==> src/rtl/task_sched_pkg.sv <==
// Shared types and default widths for the task scheduling blocks.
package task_sched_pkg;

    // Default task ID width, shared with the executor's task port.
    localparam int TASK_W = 8;

    // Default priority width; a larger value is more urgent.
    localparam int PRIO_W = 2;

    // Dispatcher control states.
    typedef enum logic {
        IDLE = 1'b0,
        WAIT = 1'b1
    } state_t;

    // One queued task as seen by producers.
    typedef struct packed {
        logic [TASK_W-1:0] id;
        logic [PRIO_W-1:0] prio;
    } task_entry_t;

    // True when priority a is strictly more urgent than priority b.
    function automatic logic prio_beats(input logic [PRIO_W-1:0] a,
                                        input logic [PRIO_W-1:0] b);
        return a > b;
    endfunction

endpackage

==> src/rtl/task_prio_select.sv <==
// Combinational selector: picks the lowest-index valid entry that holds
// the highest priority present among all valid entries.
module task_prio_select
    import task_sched_pkg::*;
#(
    parameter int DEPTH  = 8,
    parameter int PRIO_W = task_sched_pkg::PRIO_W,
    parameter int IDX_W  = $clog2(DEPTH)
) (
    input  logic [PRIO_W-1:0] prio [DEPTH],
    input  logic [DEPTH-1:0]  valid,
    output logic [IDX_W-1:0]  idx,
    output logic              found
);

    logic [PRIO_W-1:0] best_prio;

    // Scan from slot 0 upward; a strictly greater priority is needed to
    // displace the current winner, so ties keep the oldest slot.
    always_comb begin
        best_prio = '0;
        idx       = '0;
        found     = 1'b0;
        for (int i = 0; i < DEPTH; i++) begin
            if (valid[i] && (!found || (prio[i] > best_prio))) begin
                found     = 1'b1;
                best_prio = prio[i];
                idx       = IDX_W'(i);
            end
        end
    end

endmodule

==> src/rtl/task_dispatcher.sv <==
// Task dispatcher: queues producer tasks, issues the most urgent one to the
// executor, then waits for its done pulse or abandons it after a timeout.
module task_dispatcher
    import task_sched_pkg::*;
#(
    parameter int DEPTH   = 8,
    parameter int TASK_W  = task_sched_pkg::TASK_W,
    parameter int PRIO_W  = task_sched_pkg::PRIO_W,
    parameter int TIMEOUT = 32
) (
    input  logic                       clk,
    input  logic                       rst,
    input  logic                       enq_valid,
    output logic                       enq_ready,
    input  logic [TASK_W-1:0]          enq_task,
    input  logic [PRIO_W-1:0]          enq_prio,
    output logic                       exec_start,
    output logic [TASK_W-1:0]          exec_task,
    input  logic                       exec_done,
    output logic                       done_valid,
    output logic [TASK_W-1:0]          done_task,
    output logic                       timeout_err,
    output logic                       busy,
    output logic [$clog2(DEPTH+1)-1:0] count
);

    localparam int CNT_W = $clog2(DEPTH + 1);
    localparam int IDX_W = $clog2(DEPTH);
    localparam int TMR_W = $clog2(TIMEOUT);

    // Queue storage, slot 0 is the oldest entry.
    logic [TASK_W-1:0] q_id     [DEPTH];
    logic [PRIO_W-1:0] q_prio   [DEPTH];
    logic [TASK_W-1:0] q_id_n   [DEPTH];
    logic [PRIO_W-1:0] q_prio_n [DEPTH];
    logic [CNT_W-1:0]  count_n;
    logic [CNT_W-1:0]  wr_slot;
    logic [DEPTH-1:0]  valid_mask;

    // Selector results.
    logic [IDX_W-1:0]  sel_idx;
    logic              sel_found;

    // Handshake qualifiers.
    logic              do_enq;
    logic              do_deq;

    // FSM state and registered outputs with their next values.
    state_t            state;
    state_t            state_n;
    logic [TMR_W-1:0]  timer;
    logic [TMR_W-1:0]  timer_n;
    logic              exec_start_n;
    logic [TASK_W-1:0] exec_task_n;
    logic              done_valid_n;
    logic [TASK_W-1:0] done_task_n;
    logic              timeout_err_n;

    // Slots below the occupancy count hold live tasks.
    always_comb begin
        valid_mask = '0;
        for (int i = 0; i < DEPTH; i++) begin
            valid_mask[i] = (CNT_W'(i) < count);
        end
    end

    task_prio_select #(
        .DEPTH  (DEPTH),
        .PRIO_W (PRIO_W),
        .IDX_W  (IDX_W)
    ) u_select (
        .prio  (q_prio),
        .valid (valid_mask),
        .idx   (sel_idx),
        .found (sel_found)
    );

    // Ready depends only on occupancy, so a same-cycle dispatch never
    // frees a slot for an offer made while the queue is full.
    assign enq_ready = (count < CNT_W'(DEPTH));
    assign do_enq    = enq_valid && enq_ready;
    assign do_deq    = (state == IDLE) && sel_found;
    assign busy      = (state == WAIT);

    // Next queue image: close the gap left by a dispatched slot, then
    // append any accepted task just past the surviving entries.
    always_comb begin
        q_id_n   = q_id;
        q_prio_n = q_prio;
        for (int i = 0; i < DEPTH - 1; i++) begin
            if (do_deq && (IDX_W'(i) >= sel_idx)) begin
                q_id_n[i]   = q_id[i+1];
                q_prio_n[i] = q_prio[i+1];
            end
        end
        wr_slot = count - CNT_W'(do_deq);
        for (int i = 0; i < DEPTH; i++) begin
            if (do_enq && (CNT_W'(i) == wr_slot)) begin
                q_id_n[i]   = enq_task;
                q_prio_n[i] = enq_prio;
            end
        end
        count_n = count + CNT_W'(do_enq) - CNT_W'(do_deq);
    end

    // Slot contents need no reset because the count alone marks validity.
    always_ff @(posedge clk) begin
        q_id   <= q_id_n;
        q_prio <= q_prio_n;
    end

    // Occupancy counter, emptied by reset.
    always_ff @(posedge clk) begin
        if (rst) begin
            count <= '0;
        end else begin
            count <= count_n;
        end
    end

    // Dispatch control: issue in IDLE, then wait for done or timeout.
    always_comb begin
        state_n       = state;
        timer_n       = timer;
        exec_start_n  = 1'b0;
        exec_task_n   = exec_task;
        done_valid_n  = 1'b0;
        done_task_n   = done_task;
        timeout_err_n = 1'b0;
        case (state)
            IDLE: begin
                if (sel_found) begin
                    exec_task_n  = q_id[sel_idx];
                    exec_start_n = 1'b1;
                    timer_n      = '0;
                    state_n      = WAIT;
                end
            end
            WAIT: begin
                if (exec_done && !exec_start) begin
                    done_valid_n = 1'b1;
                    done_task_n  = exec_task;
                    state_n      = IDLE;
                end else if (timer == TMR_W'(TIMEOUT - 1)) begin
                    timeout_err_n = 1'b1;
                    done_task_n   = exec_task;
                    state_n       = IDLE;
                end else begin
                    timer_n = timer + 1'b1;
                end
            end
            default: begin
                state_n = IDLE;
            end
        endcase
    end

    // State, timer and registered outputs; reset drops any in-flight task.
    always_ff @(posedge clk) begin
        if (rst) begin
            state       <= IDLE;
            timer       <= '0;
            exec_start  <= 1'b0;
            exec_task   <= '0;
            done_valid  <= 1'b0;
            done_task   <= '0;
            timeout_err <= 1'b0;
        end else begin
            state       <= state_n;
            timer       <= timer_n;
            exec_start  <= exec_start_n;
            exec_task   <= exec_task_n;
            done_valid  <= done_valid_n;
            done_task   <= done_task_n;
            timeout_err <= timeout_err_n;
        end
    end

endmodule

==> config.mk <==
export PLATFORM = sky130hd
export DESIGN_NAME = task_dispatcher
export DESIGN_NICKNAME = d
export VERILOG_FILES = /design/src/rtl/task_sched_pkg.sv /design/src/rtl/task_prio_select.sv /design/src/rtl/task_dispatcher.sv
export SDC_FILE = /design/constraint.sdc
export NUM_CORES = 1
export LEC_CHECK = 0
export ABC_AREA = 1
export ABC_CLOCK_PERIOD_IN_PS = 9600
export BUFFER_PORTS_ARGS = -buffer_cell sky130_fd_sc_hd__buf_2
export CORE_MARGIN = 2
export CORE_UTILIZATION = 60
export DETAILED_ROUTE_END_ITERATION = 10
export PLACE_DENSITY = 0.84
export SLEW_MARGIN = 20
export SYNTH_ARGS = -nofsm -noshare
export SYNTH_HDL_FRONTEND = slang
export SYNTH_SLANG_ARGS = --single-unit
==> constraint.sdc <==
create_clock -name clk -period 9.6 [get_ports clk]
set_input_delay 1.44 -clock clk [delete_from_list [all_inputs] [get_ports clk]]
set_output_delay 1.44 -clock clk [all_outputs]
set_load 0.02 [all_outputs]
==> flow_summary.json, run 1 <==
{
  "ys_types": 34,
  "holdBufCountCts": 0,
  "synth_nets": 783,
  "cts_tree": "yes",
  "clkTransAtPathRegs_ps": 110,
  "clockBufferDepth": 2,
  "slowest_stage": "dfxtp_1",
  "dieArea_um2": 10800,
  "fp.dieH_um": 104,
  "critical_path_class": "reg2reg",
  "num_rows": 36,
  "end_kind": "flip-flop",
  "drc": 0,
  "period_share_pct": 91.4,
  "dp_slack_ps": 417,
  "arrival_ps": 8860,
  "max_stage_delay_ps": 320,
  "final_cell_mix": "217 x nand2_1, 113 x inv_1, 86 x o21ai_0, 80 x edfxtp_1, 68 x nand3_1",
  "fin_ws_ps": 826,
  "cts.sinks": 109,
  "drt_iter0_drc": 275,
  "start_kind": "flip-flop",
  "vias_per_cell": 5.33,
  "drtAntennaViolNets": 0,
  "grt_max_degree": 35,
  "core_um2": 9730,
  "drv_slew": 0,
  "hpwl_mm": 9.57,
  "setup_viol": 0,
  "ys_seq_area_share_pct": 49.9,
  "grt_pass1_vias": 4670,
  "clock_latency_ps": 380,
  "ys_warn_count": 0,
  "reg2reg_depth": 59,
  "clock_skew_ps": 10.2,
  "grt_pass1_wl_mm": 21.4,
  "critPathRequiredTime_ps": 9680,
  "htreeDepth": 3,
  "max_slew_margin_pct": 54.2,
  "status": "completed",
  "grt_setup_unrepaired": "no",
  "min_period_ps": 8770,
  "portBuffers": 38,
  "worst_pin_slew_ps": 684,
  "vias": 4864,
  "area_delta_synth_final_pct": 7.75,
  "cts_buffers": 9,
  "routed_wl_mm": 12.9,
  "cp_common_cell": "nand2_1",
  "synth_cells": 747,
  "setup-tns-final_ps": 0,
  "drv_cap": 0,
  "synth_area_um2": 5980,
  "diodes": 0,
  "post_drt_wl_per_cell_um": 14.1,
  "hold_class": "reg2reg",
  "antenna_found_initial": 0,
  "io_pins": 39,
  "nNetsFinal": 810,
  "gp_congestion": 0.927,
  "layout_commonest_cell": "nand2_1",
  "die_w_um": 104,
  "avgSynthCellArea_um2": 8.00,
  "drive_above_1_share_pct": 10.5,
  "clock-root-buffer": "clkbuf_8",
  "path_max_fanout": 19,
  "hold_viol": 0,
  "max_freq_mhz": 114,
  "track_usage_pct": 24.7,
  "first_pass_iters": 7,
  "gr-total-overflow": 0,
  "holdPathStages": 2,
  "synth-seq-cells": 109,
  "start_util_pct": 61.4
}
## through the flow
stage	hold slack (ps)	instance area [um2]	utilization (%)	cells
detailed placement	472	6230	64.0	895
global route	512	6440	66.2	912
floorplan	438	5980	-	747
finish	486	6440	66.2	912
global placement	456	6230	64.0	895
CTS	489	6410	65.8	911
## cells in the mapped netlist
| cell type | instances | area share [%] |
|---|---|---|
| or2_2 | 4 | 0.42 |
| buf_1 | 1 | 0.063 |
| a311oi_1 | 1 | 0.15 |
| nand2_1 | 217 | 14 |
| dfxtp_1 | 29 | 9.7 |
| edfxtp_1 | 80 | 40 |
| and2_1 | 1 | 0.10 |
| and2_4 | 1 | 0.15 |
| inv_1 | 113 | 7.1 |
| ha_1 | 21 | 4.4 |
| a21boi_0 | 1 | 0.13 |
| and3_1 | 1 | 0.10 |
| nor2_2 | 3 | 0.31 |
| a21oi_4 | 1 | 0.27 |
| buf_2 | 3 | 0.25 |
| o21ai_1 | 7 | 0.59 |
| nand3_1 | 68 | 5.7 |
| a21oi_1 | 13 | 1.1 |
| fa_1 | 1 | 0.34 |
| nand3b_1 | 8 | 1.0 |
| xnor2_1 | 2 | 0.29 |
| clkbuf_1 | 18 | 1.1 |
| nor2_1 | 39 | 2.4 |
| o211ai_1 | 2 | 0.25 |
| xor2_1 | 1 | 0.15 |
| inv_2 | 5 | 0.31 |
| nand2_4 | 1 | 0.19 |
| buf_4 | 4 | 0.50 |
| nor3_1 | 6 | 0.50 |
| nand3_2 | 1 | 0.17 |
| nand2_2 | 3 | 0.31 |
| nor2_4 | 1 | 0.19 |
| o21ai_0 | 87 | 7.3 |
| buf_6 | 3 | 0.57 |
## worst max-delay path: cells and delay by family (launching register included)
kind | cells | cell delay [ps]
adders and majority gates | 8 | 2180
and+or+nand+nor | 32 | 3400
AOI/OAI and AO/OA | 11 | 1500
DFF | 1 | 320
buffers and inverters | 8 | 1090
## what timing repair did
action,CTS,global route
resized for setup,0,6
setup buffers,0,1
endpoints found under the setup margin,0,58
## state kept, by name, indices dropped and copies added (netlist names)
register and flops:
timer 5, count 4, done_valid 1, exec_start 1, done_task 8, exec_task 8, q_id 64, q_prio 16
timeout_err 1, busy 1
## worst paths after layout
kind	from	slack, ps	to
setup / recovery	count[3]	830	q_prio[6]
hold / removal	timer[4]	490	timer[4]
setup reg to reg	count[3]	830	q_prio[6]
hold reg to reg	timer[4]	490	timer[4]
## layout make-up
cell class                 count  area (um2)
clock buffer                   9         124
inverter                     118         445
sequential                   109        2980
fill                         831        3290
clock inverter                 7        55.1
timing repair buffer          45         243
multi-input combinational    491        2420
tap                          133         166
## cells by family after synthesis
group / synth area share (%)
xor gates and xnor gates: 0.440
adders and majority gates: 4.73
and+or+nand+nor: 25.2
AOI/OAI and AO/OA: 9.76
DFF: 49.9
buffers and inverters: 9.92
## routing by layer
layer / GRT usage, % / routed length [um] / up-vias
li1: - / - / 2465
met1: 32.0 / 5760 / 2213
met2: 42.2 / 6190 / 167
met3: 3.65 / 718 / 19
met4: 9.17 / 237 / 0
met5: 0 / 0 / -
Power of run 1 is left out: the tool's default activity adds up to more than one toggle a clock period on the data nets, which glitch-free logic cannot reach.
==> run 2: changes to the inputs <==
SYNTH_HIERARCHICAL = 1   (was not set)
==> flow_summary.json, run 2 <==
{
  "num_rows": 36,
  "cts_buffers": 9,
  "wl_met1_mm": 5.54,
  "clock_latency_ps": 380,
  "core_um2": 9770,
  "synth_edf_count": 80,
  "antenna_found_initial": 0,
  "synthAdderAreaFrac_pct": 4.91,
  "routed_wl_mm": 12.7,
  "max_stage_delay_ps": 360,
  "period_share_pct": 93.3,
  "end_kind": "flip-flop",
  "arrival_ps": 9040,
  "fin_ws_ps": 642,
  "nNetsFinal": 811,
  "critPathRequiredTime_ps": 9680,
  "status": "completed",
  "first_pass_iters": 5,
  "drive_above_1_share_pct": 13.7,
  "avgSynthCellArea_um2": 8.05,
  "synthMuxAreaShare_pct": 0,
  "cts_tree": "yes",
  "hpwl_mm": 9.57,
  "gr-total-overflow": 0,
  "final_cell_mix": "230 x nand2_1, 90 x inv_1, 80 x edfxtp_1, 69 x o21ai_1, 64 x nand3_1",
  "area_delta_synth_final_pct": 8.29,
  "grt_setup_unrepaired": "no",
  "max_freq_mhz": 112,
  "yosysTopAreaCell": "edfxtp_1",
  "ys.flop_type": "edfxtp_1",
  "max_slew_margin_pct": 41.1,
  "synth_area_um2": 6020,
  "synth_top_family_by_area": "simple AND/OR/NAND/NOR gates",
  "stdcell_area_um2": 6520,
  "start_util_pct": 61.6,
  "cp_common_cell": "nand2_1",
  "grt_pass1_vias": 4548,
  "ys_warn_count": 6,
  "synth-compound-area-share_pct": 9.04,
  "dp_slack_ps": 62.1,
  "clockBufferDepth": 2,
  "clock_skew_ps": 15.1,
  "io_pins": 39,
  "htreeDepth": 3,
  "cts.sinks": 109,
  "synth_nets": 785,
  "setup_viol": 0,
  "drtAntennaViolNets": 0,
  "dieArea_um2": 10800,
  "cts_setup_buffers": 0,
  "slowest_stage": "dfxtp_2",
  "synth.most_common_cell": "nand2_1",
  "worst_pin_slew_ps": 882,
  "top_regs": "q_id (64), q_prio (16)",
  "path_max_fanout": 11,
  "drv_slew": 0,
  "holdBufCountCts": 0,
  "vias": 4951,
  "drv_cap": 0,
  "min_period_ps": 8960,
  "grt_pass1_wl_mm": 20.9,
  "nFillCells": 810,
  "instances_no_fill": 912,
  "ys_types": 32,
  "track_usage_pct": 23.7,
  "fp.dieH_um": 104,
  "setup-tns-final_ps": 0,
  "drc": 0,
  "die_w_um": 104,
  "clkTransAtPathRegs_ps": 100,
  "async_flop_share_pct": 0,
  "critical_path_class": "reg2reg",
  "hold_viol": 0,
  "met3_length_um": 832,
  "postPlaceCellArea_um2": 6270,
  "top_register": "q_id",
  "ys_seq_area_share_pct": 49.6,
  "portBuffers": 38,
  "synth_simple_gate_area_share_pct": 27.6,
  "synth_commonest_cells": "237 x nand2_1, 91 x inv_1, 80 x edfxtp_1",
  "synth_top_area_share_pct": 39.9,
  "diodes": 0,
  "synth_xor_area_share_pct": 0.416,
  "largest_reg_flops": 64,
  "vias_per_cell": 5.43,
  "layout_commonest_cell": "nand2_1",
  "grt_max_degree": 25,
  "synthTopCellsByArea": "edfxtp_1 40%, nand2_1 15%, dfxtp_1 9.6%, inv_1 5.7%, nand3_1 5.4%",
  "top_layer_used": "met4",
  "clock-root-buffer": "clkbuf_8",
  "gp_congestion": 0.883,
  "drt_iter0_drc": 403,
  "hold_class": "reg2reg",
  "synth_cells": 748,
  "synth-seq-cells": 109,
  "placed_cells": 896,
  "post_drt_wl_per_cell_um": 14.0,
  "start_kind": "flip-flop",
  "route.met2.wl_mm": 6.18
}
## run 2: cell count changes in the layout (fill, tap and decap cells not counted), sizes merged, moves of 2 or more
cell,change
nand2,+33
a31oi,+2
inv,-22
nand3b,-7
a21oi,-5
o31ai,+2
o21ai,-2
nor2,+3
o211ai,-2
## run 2: worst max-delay path: cells and delay by family (launching register included)
family                   cells  cell delay (ps)
adder cells (fa/ha/maj)      8             2170
buffers and inverters       10             1090
flip-flops                   1              360
AO/OA/AOI/OAI               11             1760
AND/OR/NAND/NOR             32             3300
## run 2: metal layers
layer,track usage (%),vias to the layer above
li1,-,2485
met5,0,-
met2,40.2,176
met1,31.6,2268
met4,5.98,0
met3,4.32,22
## run 2: what timing repair did
action	4_1_cts	5_1_grt
setup endpoints to repair	0	78
hold endpoints to repair	0	0
gates resized for setup	0	18
## run 2: path summary, 6_finish.rpt
| check | startpoint | to | slack [ps] | depth (start not counted) |
|---|---|---|---|---|
| setup / recovery | count[2] | q_prio[12] | 640 | 61 |
| hold / removal | timer[4] | timer[4] | 480 | 2 |
| setup reg to reg | count[2] | q_prio[12] | 640 | 61 |
| hold reg to reg | timer[4] | timer[4] | 480 | 2 |
## run 2: area by class of cell
type / instances / area (um2) / share of cell area [%]
Inverter: 97 / 367 / 5.62
Clock buffer: 9 / 124 / 1.90
Tap cell: 133 / 166 / 2.55
Clock inverter: 7 / 88.8 / 1.36
Multi-Input combinational cell: 513 / 2550 / 39.2
Timing Repair Buffer: 44 / 235 / 3.61
Sequential cell: 109 / 2980 / 45.8
## run 2: cell families (layout without fill, tap and decap cells)
kind of cell             Yosys count  in the layout
buffers and inverters            126            157
XOR/XNOR                           2              2
adder cells (fa/ha/maj)           23             23
AND/OR/NAND/NOR                  382            382
AO/OA/AOI/OAI                    106            106
flip-flops                       109            109
## run 2: metrics by stage
stage	hold slack, ps	util, %
after floorplan	443	-
after global placement	456	64.2
after detailed placement	463	64.2
after CTS	477	66.4
after global routing	515	66.7
final	480	66.7
Power of run 2 is left out for the same reason.
